<file path="src/rtl/ifu_pkg.sv">
// Shared types and constants for the instruction fetch unit.
package ifu_pkg;

    localparam int unsigned INS_LEN = 54;
    localparam int unsigned ADDR_W  = 10;
    localparam int unsigned OPC_W   = 4;
    localparam int unsigned QDEPTH  = 2;
    localparam int unsigned CNT_W   = $clog2(QDEPTH + 1);

    localparam logic [OPC_W-1:0] HALT_OPC = 4'hF;

    typedef enum logic [1:0] {
        StIdle,
        StFetch,
        StDrain,
        StDone
    } ifu_state_e;

    // One queued instruction together with the address it came from.
    typedef struct packed {
        logic [ADDR_W-1:0]  pc;
        logic [INS_LEN-1:0] ins;
    } ifu_entry_t;

    function automatic logic [OPC_W-1:0] get_opcode(input logic [INS_LEN-1:0] ins);
        return ins[INS_LEN-1 -: OPC_W];
    endfunction

    function automatic logic is_halt(input logic [INS_LEN-1:0] ins);
        return get_opcode(ins) == HALT_OPC;
    endfunction

endpackage

</file>
<file path="src/rtl/instruction_fetch_unit_if.sv">
// Cache read port, decoder handshake and redirect request of the fetch unit.
interface instruction_fetch_unit_if;
    import ifu_pkg::*;

    logic               icache_rd_ctrl_en;
    logic [ADDR_W-1:0]  icache_rd_ctrl_addr;
    logic [INS_LEN-1:0] icache_rd_ctrl_data;

    logic               ins_valid;
    logic               ins_ready;
    logic [INS_LEN-1:0] ins_data;
    logic [ADDR_W-1:0]  ins_pc;

    logic               redirect_valid;
    logic [ADDR_W-1:0]  redirect_pc;

    // Fetch unit side.
    modport master (
        output icache_rd_ctrl_en,
        output icache_rd_ctrl_addr,
        input  icache_rd_ctrl_data,
        output ins_valid,
        input  ins_ready,
        output ins_data,
        output ins_pc,
        input  redirect_valid,
        input  redirect_pc
    );

    // Cache and decoder side.
    modport slave (
        input  icache_rd_ctrl_en,
        input  icache_rd_ctrl_addr,
        output icache_rd_ctrl_data,
        input  ins_valid,
        output ins_ready,
        input  ins_data,
        input  ins_pc,
        output redirect_valid,
        output redirect_pc
    );

endinterface

</file>
<file path="src/rtl/ifu_skid_queue.sv">
// Two-entry FIFO of {pc, ins} between the cache read port and the decoder.
// Push and pop may happen together even when full: the head slot being
// popped is the one the new word overwrites.
module ifu_skid_queue
    import ifu_pkg::*;
(
    input  logic             clk,
    input  logic             rst,
    input  logic             push_i,
    input  ifu_entry_t       push_entry_i,
    input  logic             pop_i,
    input  logic             flush_i,
    output ifu_entry_t       head_o,
    output logic             valid_o,
    output logic             full_o,
    output logic [CNT_W-1:0] count_o
);

    ifu_entry_t       mem_q [QDEPTH];
    ifu_entry_t       mem_d [QDEPTH];
    logic             rd_ptr_q, rd_ptr_d;
    logic             wr_ptr_q, wr_ptr_d;
    logic [CNT_W-1:0] count_q, count_d;

    // Next-state: flush empties the queue and wins over push/pop.
    always_comb begin
        mem_d    = mem_q;
        rd_ptr_d = rd_ptr_q;
        wr_ptr_d = wr_ptr_q;
        count_d  = count_q;
        if (flush_i) begin
            rd_ptr_d = 1'b0;
            wr_ptr_d = 1'b0;
            count_d  = '0;
        end else begin
            if (push_i) begin
                mem_d[wr_ptr_q] = push_entry_i;
                wr_ptr_d        = ~wr_ptr_q;
            end
            if (pop_i) begin
                rd_ptr_d = ~rd_ptr_q;
            end
            unique case ({push_i, pop_i})
                2'b10:   count_d = count_q + CNT_W'(1);
                2'b01:   count_d = count_q - CNT_W'(1);
                default: count_d = count_q;
            endcase
        end
    end

    // Storage, pointers and occupancy.
    always_ff @(posedge clk or posedge rst) begin
        if (rst) begin
            for (int i = 0; i < QDEPTH; i++) begin
                mem_q[i] <= '0;
            end
            rd_ptr_q <= 1'b0;
            wr_ptr_q <= 1'b0;
            count_q  <= '0;
        end else begin
            mem_q    <= mem_d;
            rd_ptr_q <= rd_ptr_d;
            wr_ptr_q <= wr_ptr_d;
            count_q  <= count_d;
        end
    end

    assign head_o  = mem_q[rd_ptr_q];
    assign valid_o = (count_q != '0);
    assign full_o  = (count_q == CNT_W'(QDEPTH));
    assign count_o = count_q;

endmodule

</file>
<file path="src/rtl/instruction_fetch_unit.sv">
// Instruction fetch unit: walks the pc through the instruction cache, queues
// fetched words and hands them to the decoder until a halt opcode drains out.
module instruction_fetch_unit
    import ifu_pkg::*;
(
    input  logic                     clk,
    input  logic                     rst,
    input  logic                     start,
    input  logic [ADDR_W-1:0]        start_pc,
    output logic                     busy,
    output logic                     done,
    instruction_fetch_unit_if.master bus
);

    ifu_state_e        state_q, state_d;
    logic [ADDR_W-1:0] pc_q, pc_d;
    logic              busy_q, busy_d;
    logic              done_q, done_d;

    logic              active;
    logic              redirect;
    logic              pop;
    logic              issue;
    logic              empty_next;
    ifu_entry_t        push_entry;
    ifu_entry_t        head;
    logic              q_valid;
    logic              q_full;
    logic [CNT_W-1:0]  q_count;

    ifu_skid_queue u_queue (
        .clk          (clk),
        .rst          (rst),
        .push_i       (issue),
        .push_entry_i (push_entry),
        .pop_i        (pop),
        .flush_i      (redirect),
        .head_o       (head),
        .valid_o      (q_valid),
        .full_o       (q_full),
        .count_o      (q_count)
    );

    // Handshake and fetch-issue decode.
    always_comb begin
        active   = (state_q == StFetch) || (state_q == StDrain);
        redirect = active && bus.redirect_valid;
        pop      = q_valid && bus.ins_ready;
        // A full queue can still take a word if the head leaves this cycle.
        issue    = (state_q == StFetch) && !redirect && (!q_full || pop);
        // Queue is empty after this edge: nothing left, or the last word pops now.
        empty_next = (q_count == '0) || ((q_count == CNT_W'(1)) && pop);
        push_entry = '{pc: pc_q, ins: bus.icache_rd_ctrl_data};
    end

    // FSM next-state and pc sequencing.
    always_comb begin
        state_d = state_q;
        pc_d    = pc_q;
        unique case (state_q)
            StIdle: begin
                if (start) begin
                    state_d = StFetch;
                    pc_d    = start_pc;
                end
            end
            StFetch: begin
                if (redirect) begin
                    pc_d = redirect_target();
                end else if (issue) begin
                    pc_d = pc_q + ADDR_W'(1);
                    if (is_halt(bus.icache_rd_ctrl_data)) begin
                        state_d = StDrain;
                    end
                end
            end
            StDrain: begin
                if (redirect) begin
                    state_d = StFetch;
                    pc_d    = redirect_target();
                end else if (empty_next) begin
                    state_d = StDone;
                end
            end
            StDone: begin
                state_d = StIdle;
            end
            default: begin
                state_d = StIdle;
            end
        endcase
        busy_d = (state_d == StFetch) || (state_d == StDrain);
        done_d = (state_d == StDone);
    end

    function automatic logic [ADDR_W-1:0] redirect_target();
        return bus.redirect_pc;
    endfunction

    // State, pc and registered status outputs.
    always_ff @(posedge clk or posedge rst) begin
        if (rst) begin
            state_q <= StIdle;
            pc_q    <= '0;
            busy_q  <= 1'b0;
            done_q  <= 1'b0;
        end else begin
            state_q <= state_d;
            pc_q    <= pc_d;
            busy_q  <= busy_d;
            done_q  <= done_d;
        end
    end

    assign busy                    = busy_q;
    assign done                    = done_q;
    assign bus.icache_rd_ctrl_en   = issue;
    assign bus.icache_rd_ctrl_addr = pc_q;
    assign bus.ins_valid           = q_valid;
    assign bus.ins_data            = head.ins;
    assign bus.ins_pc              = head.pc;

endmodule

</file>
<file path="src/flat_wrapper.sv">
// flat-port wrapper written by rule: the top's interface ports become plain ports
module instruction_fetch_unit_flat import ifu_pkg::*;
  (clk, rst, start, start_pc, busy, done, bus_icache_rd_ctrl_en, bus_icache_rd_ctrl_addr, bus_icache_rd_ctrl_data, bus_ins_valid, bus_ins_ready, bus_ins_data, bus_ins_pc, bus_redirect_valid, bus_redirect_pc);
  instruction_fetch_unit_if bus_i ();
  input  logic clk;
  input  logic rst;
  input  logic start;
  input  logic [ADDR_W-1:0] start_pc;
  output logic busy;
  output logic done;
  output wire logic [$bits(bus_i.icache_rd_ctrl_en)-1:0] bus_icache_rd_ctrl_en;
  output wire logic [$bits(bus_i.icache_rd_ctrl_addr)-1:0] bus_icache_rd_ctrl_addr;
  input wire logic [$bits(bus_i.icache_rd_ctrl_data)-1:0] bus_icache_rd_ctrl_data;
  output wire logic [$bits(bus_i.ins_valid)-1:0] bus_ins_valid;
  input wire logic [$bits(bus_i.ins_ready)-1:0] bus_ins_ready;
  output wire logic [$bits(bus_i.ins_data)-1:0] bus_ins_data;
  output wire logic [$bits(bus_i.ins_pc)-1:0] bus_ins_pc;
  input wire logic [$bits(bus_i.redirect_valid)-1:0] bus_redirect_valid;
  input wire logic [$bits(bus_i.redirect_pc)-1:0] bus_redirect_pc;
  assign bus_icache_rd_ctrl_en = bus_i.icache_rd_ctrl_en;
  assign bus_icache_rd_ctrl_addr = bus_i.icache_rd_ctrl_addr;
  assign bus_i.icache_rd_ctrl_data = bus_icache_rd_ctrl_data;
  assign bus_ins_valid = bus_i.ins_valid;
  assign bus_i.ins_ready = bus_ins_ready;
  assign bus_ins_data = bus_i.ins_data;
  assign bus_ins_pc = bus_i.ins_pc;
  assign bus_i.redirect_valid = bus_redirect_valid;
  assign bus_i.redirect_pc = bus_redirect_pc;
  instruction_fetch_unit u_core (.clk(clk), .rst(rst), .start(start), .start_pc(start_pc), .busy(busy), .done(done), .bus(bus_i));
endmodule
</file>
<file path="config.mk">
export PLATFORM = sky130hd
export DESIGN_NAME = instruction_fetch_unit_flat
export DESIGN_NICKNAME = d
export VERILOG_FILES = /design/src/rtl/ifu_pkg.sv /design/src/rtl/instruction_fetch_unit_if.sv /design/src/rtl/ifu_skid_queue.sv /design/src/rtl/instruction_fetch_unit.sv /design/src/flat_wrapper.sv
export SDC_FILE = /design/constraint.sdc
export NUM_CORES = 1
export LEC_CHECK = 0
export BUFFER_PORTS_ARGS = -buffer_cell sky130_fd_sc_hd__buf_2
export CAP_MARGIN = 20
export CORE_ASPECT_RATIO = 0.8
export CORE_MARGIN = 1
export CORE_UTILIZATION = 54
export DETAILED_ROUTE_END_ITERATION = 6
export PLACE_DENSITY = 0.77
export SLEW_MARGIN = 20
export SYNTH_ARGS = -nofsm -noshare
export SYNTH_HDL_FRONTEND = slang
export SYNTH_SLANG_ARGS = --single-unit
</file>
<file path="constraint.sdc">
create_clock -name clk -period 5.6 [get_ports clk]
set_input_delay 0.56 -clock clk [delete_from_list [all_inputs] [get_ports clk]]
set_output_delay 0.56 -clock clk [all_outputs]
set_load 0.005 [all_outputs]
</file>
# Word level (Yosys, flattened, before mapping)

Cells that the tools add are included.

$add $sub $neg: 3
Magnitude comparators: 3
Eq/ne operators: 14
Multiplexer cells: 24
Bitwise gates (word level): 5
Reduce and logical (&&, ||, !) cells: 21

Operator list:

| kind                                                   | number |
|---|---|
| two-way mux 64 bit                                     | 4 |
| bitwise mux 128 bit                                    | 1 |
| demux 64 bit (select 1 bit)                            | 1 |
| two-way mux 10 bit                                     | 4 |
| case mux 10 bit (3 select lines)                       | 1 |
| two-way mux 2 bit                                      | 7 |
| == test 2 bit (second input constant)                  | 6 |
| adder 10 x 1 -> 10 bit (second input constant)         | 1 |
| == test 2 x 1 -> 1 bit (second input constant)         | 4 |
| case mux 2 bit (4 select lines)                        | 1 |
| logical AND 1 bit                                      | 6 |
| nonzero test 2 bit                                     | 3 |
| nonzero test 3 bit                                     | 2 |
| == test 4 bit (second input constant)                  | 1 |
| >= comparator 2 bit (second input constant)            | 2 |
| zero test 2 bit                                        | 2 |
| logical OR 1 bit                                       | 4 |
| two-way mux 1 bit                                      | 4 |
| NOT 1 -> 2 bit                                         | 2 |
| case mux 2 bit (2 select lines)                        | 1 |
| AND reduction 4 bit                                    | 1 |
| inequality test 3 x 2 -> 1 bit (second input constant) | 1 |
| NOT 1 bit                                              | 3 |
| adder 2 x 1 -> 2 bit (second input constant)           | 1 |
| 6 further kinds                                        | 7 |

Register bits after elaboration: 146
Input port bits: 79
Output and inout bits: 78

# Longest topological paths before layout

Gate-level depths: netlist of the first run.

Depth in word-level cells: 11
Depth in mapped cells: 9

# Cells and area by module

From an unflattened synthesis of the first run, not the netlist that was laid out.

Cells, all modules: 499
Area, all modules: 7203.2 um^2

By module, submodules not included:

| module                 | instances | cells each | area each (um^2) | seq. area each (um^2) |
|---|---|---|---|---|
| ifu_skid_queue         | 1         | 362        | 6049.6           | 3303.2 |
| instruction_fetch_unit | 1         | 137        | 1153.6           | 350.3 |

# Worst setup path after synthesis of the first run

Ideal clock, no wire load.

Path type: register to register
Start point: register u_core.u_queue.count_q[0], in the netlist u_core.u_queue.count_o[0]
End point: register u_core.busy_q, in the netlist u_core.busy
Library setup time: 0.126 ns
Data arrival time: 1.917 ns
Data required time: 5.474 ns
Path slack: 3.557 ns
Stages on the path, launching flop included: 10
Cells stage by stage: dfrtp_1 > inv_1 > ha_1 > nand2b_4 > a21oi_4 > inv_2 > nor3_2 > o21ai_1 > a221o_1 > ha_1

Word-level cells in the longest chain between the ends: 9
Elaborated cells on any way between the ends: 18

Ends and longest elaborated chain:

| item                                                    | line                                                       | RTL |
|---|---|---|
| start: declaration                                      | ifu_skid_queue.sv:23                                       | `logic [CNT_W-1:0] count_q, count_d;` |
| start signal: assignment                                | ifu_skid_queue.sv:64                                       | `count_q <= count_d;` |
| == test 2 bit or nonzero test 2 bit (tied branches)     | ifu_skid_queue.sv:70, ifu_skid_queue.sv:69                 |  |
| zero test 1 bit or logical AND 1 bit (tied branches)    | instruction_fetch_unit.sv:50, instruction_fetch_unit.sv:48 |  |
| logical OR 1 bit (*)                                    | instruction_fetch_unit.sv:50                               | `issue = (state_q == StFetch) && !redirect && (!q_full \|\| pop);` |
| logical AND 1 bit (*)                                   | instruction_fetch_unit.sv:50                               |  |
| named net bus_icache_rd_ctrl_en                         | flat_wrapper.sv:11                                         | `output wire logic [$bits(bus_i.icache_rd_ctrl_en)-1:0] bus_icache_rd_ctrl_en;` |
| two-way mux 2 bit (*)                                   | instruction_fetch_unit.sv:70                               | `end else if (issue) begin` |
| two-way mux 2 bit (*)                                   | instruction_fetch_unit.sv:68                               | `if (redirect) begin` |
| case mux 2 bit (4 select lines) (*)                     | instruction_fetch_unit.sv:60                               | `unique case (state_q)` |
| named net u_core.state_d[0]                             | instruction_fetch_unit.sv:15                               | `ifu_state_e state_q, state_d;` |
| == test 2 x 1 -> 1 bit or == test 2 bit (tied branches) | instruction_fetch_unit.sv:92                               | `busy_d = (state_d == StFetch) \|\| (state_d == StDrain);` |
| logical OR 1 bit (*)                                    | instruction_fetch_unit.sv:92                               |  |
| named net u_core.busy_d                                 | instruction_fetch_unit.sv:17                               | `logic busy_q, busy_d;` |
| end signal: assignment                                  | instruction_fetch_unit.sv:110                              | `busy_q <= busy_d;` |
| end: declaration                                        | instruction_fetch_unit.sv:17                               |  |

Mark *: on every way through the listed nets, which the timed path passes. The rest lies on a longest branch.
A chain may end at the register's enable or synchronous reset.

# Final worst setup path of the first run

Start point: register u_core.u_queue.rd_ptr_q
End point: output port bus_ins_data[47]

Word-level cells in the longest chain between the ends: 4

Ends and longest elaborated chain:

| item                                                   | line                 | RTL |
|---|---|---|
| start: declaration                                     | ifu_skid_queue.sv:21 | `logic rd_ptr_q, rd_ptr_d;` |
| start signal: assignment                               | ifu_skid_queue.sv:62 | `rd_ptr_q <= rd_ptr_d;` |
| NOT 1 -> 2 bit (not written as such)                   | ifu_skid_queue.sv:68 | `assign head_o = mem_q[rd_ptr_q];` |
| two-way mux 64 bit (not written as such) (3 in series) | ifu_skid_queue.sv:68 |  |
| end: declaration                                       | flat_wrapper.sv:16   | `output wire logic [$bits(bus_i.ins_data)-1:0] bus_ins_data;` |

Every way passes these cells. The select of a mux whose other input is x is not followed.

==> results of run 1 <==
-- power by group --
group / total (mW) / internal, mW / switching (mW)
clock: 1.17 / 0.744 / 0.422
combinational: 2.05 / 1.19 / 0.860
sequential: 1.96 / 1.59 / 0.369
total: 5.17 / 3.52 / 1.65
-- stage by stage --
step	util [%]	worst slack [ns]	hold WS [ns]	power, mW	std cells
floorplan	-	1.117	0.4444	3.316	505
global placement	62.67	2.891	0.4622	3.874	808
detailed placement	62.67	2.786	0.4758	4.007	808
CTS	67.65	2.600	0.2767	5.206	840
global route	67.81	2.511	0.3096	5.505	841
finish	67.81	2.624	0.2606	5.167	841
-- routing by layer --
metal	vias up	part of all wire [%]	global-route usage, %
li1	2102	-	-
met1	2291	44	29.68
met2	140	49	38.79
met3	13	6.0	7.356
met4	0	0.87	7.059
met5	-	0	0
-- Yosys cell counts (all sizes together) --
library cell | instances | share of area (%)
a22oi | 1 | 0.11
inv | 12 | 0.65
mux2 | 191 | 31
o22a | 2 | 0.25
a211oi | 3 | 0.33
a31oi | 5 | 0.45
xor2 | 7 | 0.89
nand2b | 2 | 0.29
a21o | 2 | 0.22
a41oi | 1 | 0.13
a21oi | 7 | 0.67
and2 | 1 | 0.091
ha | 10 | 1.8
o221ai | 1 | 0.13
nand2 | 29 | 1.6
a221o | 1 | 0.14
nor3 | 2 | 0.38
dfrtp | 146 | 53
nor4bb | 1 | 0.14
buf | 21 | 2.7
nor2 | 17 | 1.2
o22ai | 3 | 0.27
a21boi | 1 | 0.11
a221oi | 1 | 0.22
and3 | 1 | 0.091
nor2b | 2 | 0.18
o21ai | 10 | 0.72
nand3 | 6 | 0.51
o211ai | 2 | 0.22
xnor2 | 3 | 0.38
clkbuf | 6 | 0.33
nand4 | 2 | 0.18
o31ai | 4 | 0.43
mux2i | 2 | 0.29
-- flip-flops by register name, indices dropped and copies added (netlist names) --
signal / flops
u_core.done: 1
u_core.u_queue.count_o: 2
u_core.state_q: 2
u_core.u_queue.rd_ptr_q: 1
u_core.u_queue.wr_ptr_q: 1
u_core.busy: 1
u_core.bus.icache_rd_ctrl_addr: 10
u_core.u_queue.mem_q: 128
-- cells by family after synthesis --
| kind of cell | after synthesis | synth area share (%) |
|---|---|---|
| mux | 193 | 31.39 |
| flops | 146 | 52.82 |
| simple gates | 63 | 4.667 |
| compound gates | 44 | 4.396 |
| buf+inv | 39 | 3.654 |
| xor+xnor | 10 | 1.266 |
| fa+ha+maj | 10 | 1.809 |
-- layout make-up --
class                   instances  area share (%)
clock buffers                  22           5.786
clock inverters                10           1.555
inverters                      12          0.5980
multi-input cells             320           36.00
flip-flops and latches        146           43.67
well taps                     171           2.556
repair buffers                160           9.837
-- worst max-delay path by stage --
stage                                        endpoint  slack [ns]  cells past startpoint
floorplan           u_core.bus.icache_rd_ctrl_addr[0]        1.12                      1
global placement             u_core.u_queue.mem_q[91]        2.89                      7
detailed placement           u_core.u_queue.mem_q[79]        2.79                      7
CTS                                  bus_ins_data[47]        2.60                      3
global route                         bus_ins_data[36]        2.51                      3
finish                               bus_ins_data[47]        2.62                      3
-- placed cells by master, fill, tap and decap left out, drive strengths merged, types with 3 or more instances in the layout --
cell	count
nand3	6
a21oi	7
clkbuf	22
clkinv	5
mux2	191
a31oi	5
nor2	17
dfrtp	146
a211oi	3
bufinv	3
xnor2	3
inv	12
o21ai	10
xor2	7
o31ai	4
buf	160
ha	10
o22ai	3
nand2	29
-- worst max-delay path: stages (launching register included) --
cell and delay [ns]:
dfrtp_2 0.89, buf_4 0.56, mux2_2 0.41, buf_2 0.13
==> run_results.csv, run 1 <==
group,metric,value,unit
status,outcome,"finished, final reports clean",
clocking,cts-root-buf,"clkbuf_16",
routing,vias_per_cell,5.405,
synth,syn_inst,505,
sta,period_minus_slack,2.976,ns
synth,yosys.cell_types.count,45,
synth,syn_area,6917,µm²
sta,worst_pin_slew,0.8892,ns
worst_setup_path,r2r_end,"u_core.bus.icache_rd_ctrl_addr[4]",
synth,ys_ff_latch,146,
worst_setup_path,required,5.04,ns
placement,gp_congestion,0.8103,
global_routing,grt_usage,23.38,%
die,io-pin-count,157,
routing,drt_pass1_iterations,4,
worst_setup_path,reg2regPathDepth,7,
global_routing,grt_pass1_vias,4629,
finish,seqCellArea,3655,µm²
clocking,max-clock-path-buffers,2,
placement,dp_hpwl,9.838,mm
sta,hold_violations,0,
synth,yosysWarnings,0,
sta,rsz0062_at_grt,"no",
worst_setup_path,r2r_start,"u_core.state_q[1]",
die,dieArea,13270,µm²
clocking,clk_pin_slew_worst_paths,0.06,ns
synth,synth.avg_cell_area,13.70,µm²
sta,fmax,336.0,MHz
clocking,cts-hold-fix-buffers,0,
worst_setup_path,cp_max_fo,34,
clocking,clock_sinks,146,
routing,initialDrtViolationCount,207,
run,cap_viol_max_count,0,
finish,nets,746,
global_routing,antenna_found_initial,0,
die,die_x,128.5,µm
clocking,cts_setup_buffers,0,
placement,placed_area,7735,µm²
sta,slew_headroom,40.72,%
clocking,cts_resized,0,
global_routing,grt_pass1_wl,23.37,mm
finish,n_fill_cell,929,
worst_setup_path,critical_path_class,"flop to primary output",
sta,final_min_period_over_clock_period,53.15,%
routing,drc,0,
worst_setup_path,ff2ff_setup_slack,2.90,ns
worst_setup_path,startpoint,"u_core.u_queue.rd_ptr_q",
worst_setup_path,critPathCaptureType,"primary output",
die,rows,36,
worst_setup_path,arrival,2.42,ns
routing,wl_per_cell,17.66,µm
routing,antenna_left,0,
worst_setup_path,worstSetupStartpointType,"flop",
global_routing,grt_max_degree,76,
pwr,p_per_area,617.4,nW/µm²
routing,vias,4546,
finish,antenna_cells,0,
placement,port_buffers,156,
synth,yosysSeqAreaShare,52.82,%
sta,drv_slew,0,
die,fp.dieH,103.2,µm
finish,area_growth,21.00,%
sta,skew,0.009241,ns
die,coreArea,12340,µm²
clocking,insertion_delay,0.41,ns
synth,synth_fp_nets,594,
pwr,vdd_drop_max,0.0003469,V
finish,multi_input_area,3013,µm²
finish,drive_above_1_share,57.01,%
sta,final-setup-viol-count,0,
global_routing,overflow,0,
pwr,p_leak,3.912,nW
clocking,cts_max_level,4,
die,initial_core_util,56.04,%
clocking,numCtsBuffers,17,
finish,finalInstanceArea,8369,µm²
sta,setup_tns,0,ns
routing,totalWireLength,14.85,mm
clocking,cts_tree,"done",
worst_hold_path,hold_path.class,"input port to async pin",
(Power assumes the default switching activity.)
==> run 2: changes to the inputs <==
CORE_UTILIZATION = 49   (was 54)
PLACE_DENSITY = 0.73   (was 0.77)
clock period = 2.7 ns   (was 5.6 ns; I/O delays follow)
==> run_results.csv, run 2 (synthesis gave the netlist of run 1 again) <==
group,metric,value,unit
placement,gp_congestion,0.9150,
run,cap_viol_max_count,0,
finish,finalInstanceArea,8459,µm²
routing,totalWireLength,14.78,mm
finish,regMostFlops,"u_core.u_queue.mem_q",
sta,rsz0062_at_grt,"no",
clocking,insertion_delay,0.41,ns
global_routing,antenna_found_initial,0,
worst_setup_path,required,3.00,ns
pwr,vdd_drop_max,0.0005942,V
worst_hold_path,hold_path.class,"input port to async pin",
worst_setup_path,critical_path_class,"flop to flop",
finish,area_growth,22.30,%
clocking,cts-hold-fix-buffers,0,
finish,largest_register_ffs,128,
sta,setup_tns,0,ns
sta,drv_slew,0,
die,fp.dieH,108.3,µm
routing,wl_met1,6.626,mm
sta,final_min_period_over_clock_period,84.35,%
finish,antenna_cells,0,
finish,layout_common_cells,"mux2_2, buf_2, dfrtp_1, nand2_1, clkbuf_16",
placement,dp_hpwl,10.01,mm
clocking,max-clock-path-buffers,2,
routing,initialDrtViolationCount,175,
clocking,clock_sinks,146,
worst_setup_path,arrival,2.58,ns
worst_setup_path,critPathCaptureType,"flop",
finish,nets,751,
finish,final_common_cell,"mux2_2",
global_routing,overflow,0,
finish,fin_cells,855,
clocking,cts_setup_buffers,0,
die,coreArea,13650,µm²
sta,whs,-0.03693,ns
die,die_x,134.8,µm
pwr,p_per_area,1269,nW/µm²
clocking,cts_resized,0,
clocking,cts_tree,"done",
clocking,cts-root-buf,"clkbuf_16",
status,violations,"hold timing",
sta,worst_pin_slew,0.7084,ns
routing,wl_per_cell,17.29,µm
global_routing,grt_usage,21.28,%
routing,dr_wl_met3,742,µm
placement,port_buffers,156,
routing,vias_per_cell,5.364,
sta,hold_violations,14,
worst_setup_path,cp_max_fo,19,
routing,drc,0,
sta,slew_headroom,52.77,%
pwr,p_leak,3.936,nW
sta,skew,0.007051,ns
placement,dp_cells,823,
die,dieArea,14600,µm²
die,rows,38,
die,io-pin-count,157,
status,outcome,"complete, but fails checks",
clocking,clk_pin_slew_worst_paths,0.06,ns
sta,final-setup-viol-count,0,
finish,drive_above_1_share,57.48,%
worst_setup_path,worstSetupStartpointType,"flop",
global_routing,grt_max_degree,91,
routing,wl_met2,7.204,mm
clocking,cts_max_level,4,
routing,vias,4586,
placement,placed_area,7853,µm²
routing,dr.max_layer_used,"met4",
routing,drt_pass1_iterations,4,
routing,antenna_left,0,
die,initial_core_util,50.69,%
clocking,numCtsBuffers,17,
global_routing,grt_pass1_wl,23.77,mm
sta,period_minus_slack,2.277,ns
sta,fmax,439.1,MHz
global_routing,grt_pass1_vias,4801,
==> run 2: cell count changes in the layout (fill, tap and decap cells not counted) <==
cell	change
bufinv_16	-1
inv_6	+1
clkbuf_1	-1
buf_12	+4
buf_4	+1
clkinv_4	+1
clkinv_2	-3
clkinvlp_4	+3
==> run 2: critical path: stages (launching register included) <==
cell and delay, ns:
dfrtp_1 0.44, inv_1 0.12, ha_1 0.17, buf_4 0.18
nor2b_1 0.41, nand3_1 0.22, nand2_2 0.32, a41oi_1 0.08
o22a_1 0.22
==> run 2: worst paths after layout <==
check	cells after the start	from	to	slack, ns
worst max-delay path	8	u_core.state_q[1]	u_core.bus.icache_rd_ctrl_addr[4]	0.42
worst min-delay path	3	rst	u_core.u_queue.mem_q[110]	-0.04
worst max register to register	8	u_core.state_q[1]	u_core.bus.icache_rd_ctrl_addr[4]	0.42
worst min register to register	1	u_core.u_queue.mem_q[89]	u_core.u_queue.mem_q[89]	0.48
max in group asynchronous	3	rst	u_core.u_queue.rd_ptr_q	2.07
min in group clk	2	bus_icache_rd_ctrl_data[25]	u_core.u_queue.mem_q[89]	0.09
==> run 2: power breakdown <==
part	switching, mW	internal (mW)
clock	0.905	1.46
combinational	1.88	2.53
sequential	0.669	3.29
==> run 2: routing by layer <==
layer,vias to the layer above,GRT usage (%)
met5,-,0
met4,0,6.982
met3,21,5.860
met2,124,35.68
met1,2322,26.68
li1,2119,-
==> run 2: per-stage QoR <==
stage / worst slack [ns] / utilization, % / hold WS (ns) / power (mW)
after floorplan: 0.5970 / - / 0.4017 / 6.879
after global placement: 0.6027 / 57.55 / 0.4404 / 8.149
after detailed placement: 0.4851 / 57.55 / 0.4490 / 8.414
after CTS: 0.4707 / 61.99 / 0.003617 / 10.84
after global routing: 0.2918 / 61.99 / 0.02143 / 11.41
final: 0.4226 / 61.99 / -0.03693 / 10.74
==> run 2: cell type report <==
type / instances / area (µm²)
multi-input combinational: 320 / 3013
clock inverter: 11 / 126.4
inverter: 12 / 48.80
clock buffer: 21 / 480.5
timing repair buffer: 165 / 910.9
tap: 180 / 225.2
fill: 1075 / 5186
sequential: 146 / 3655
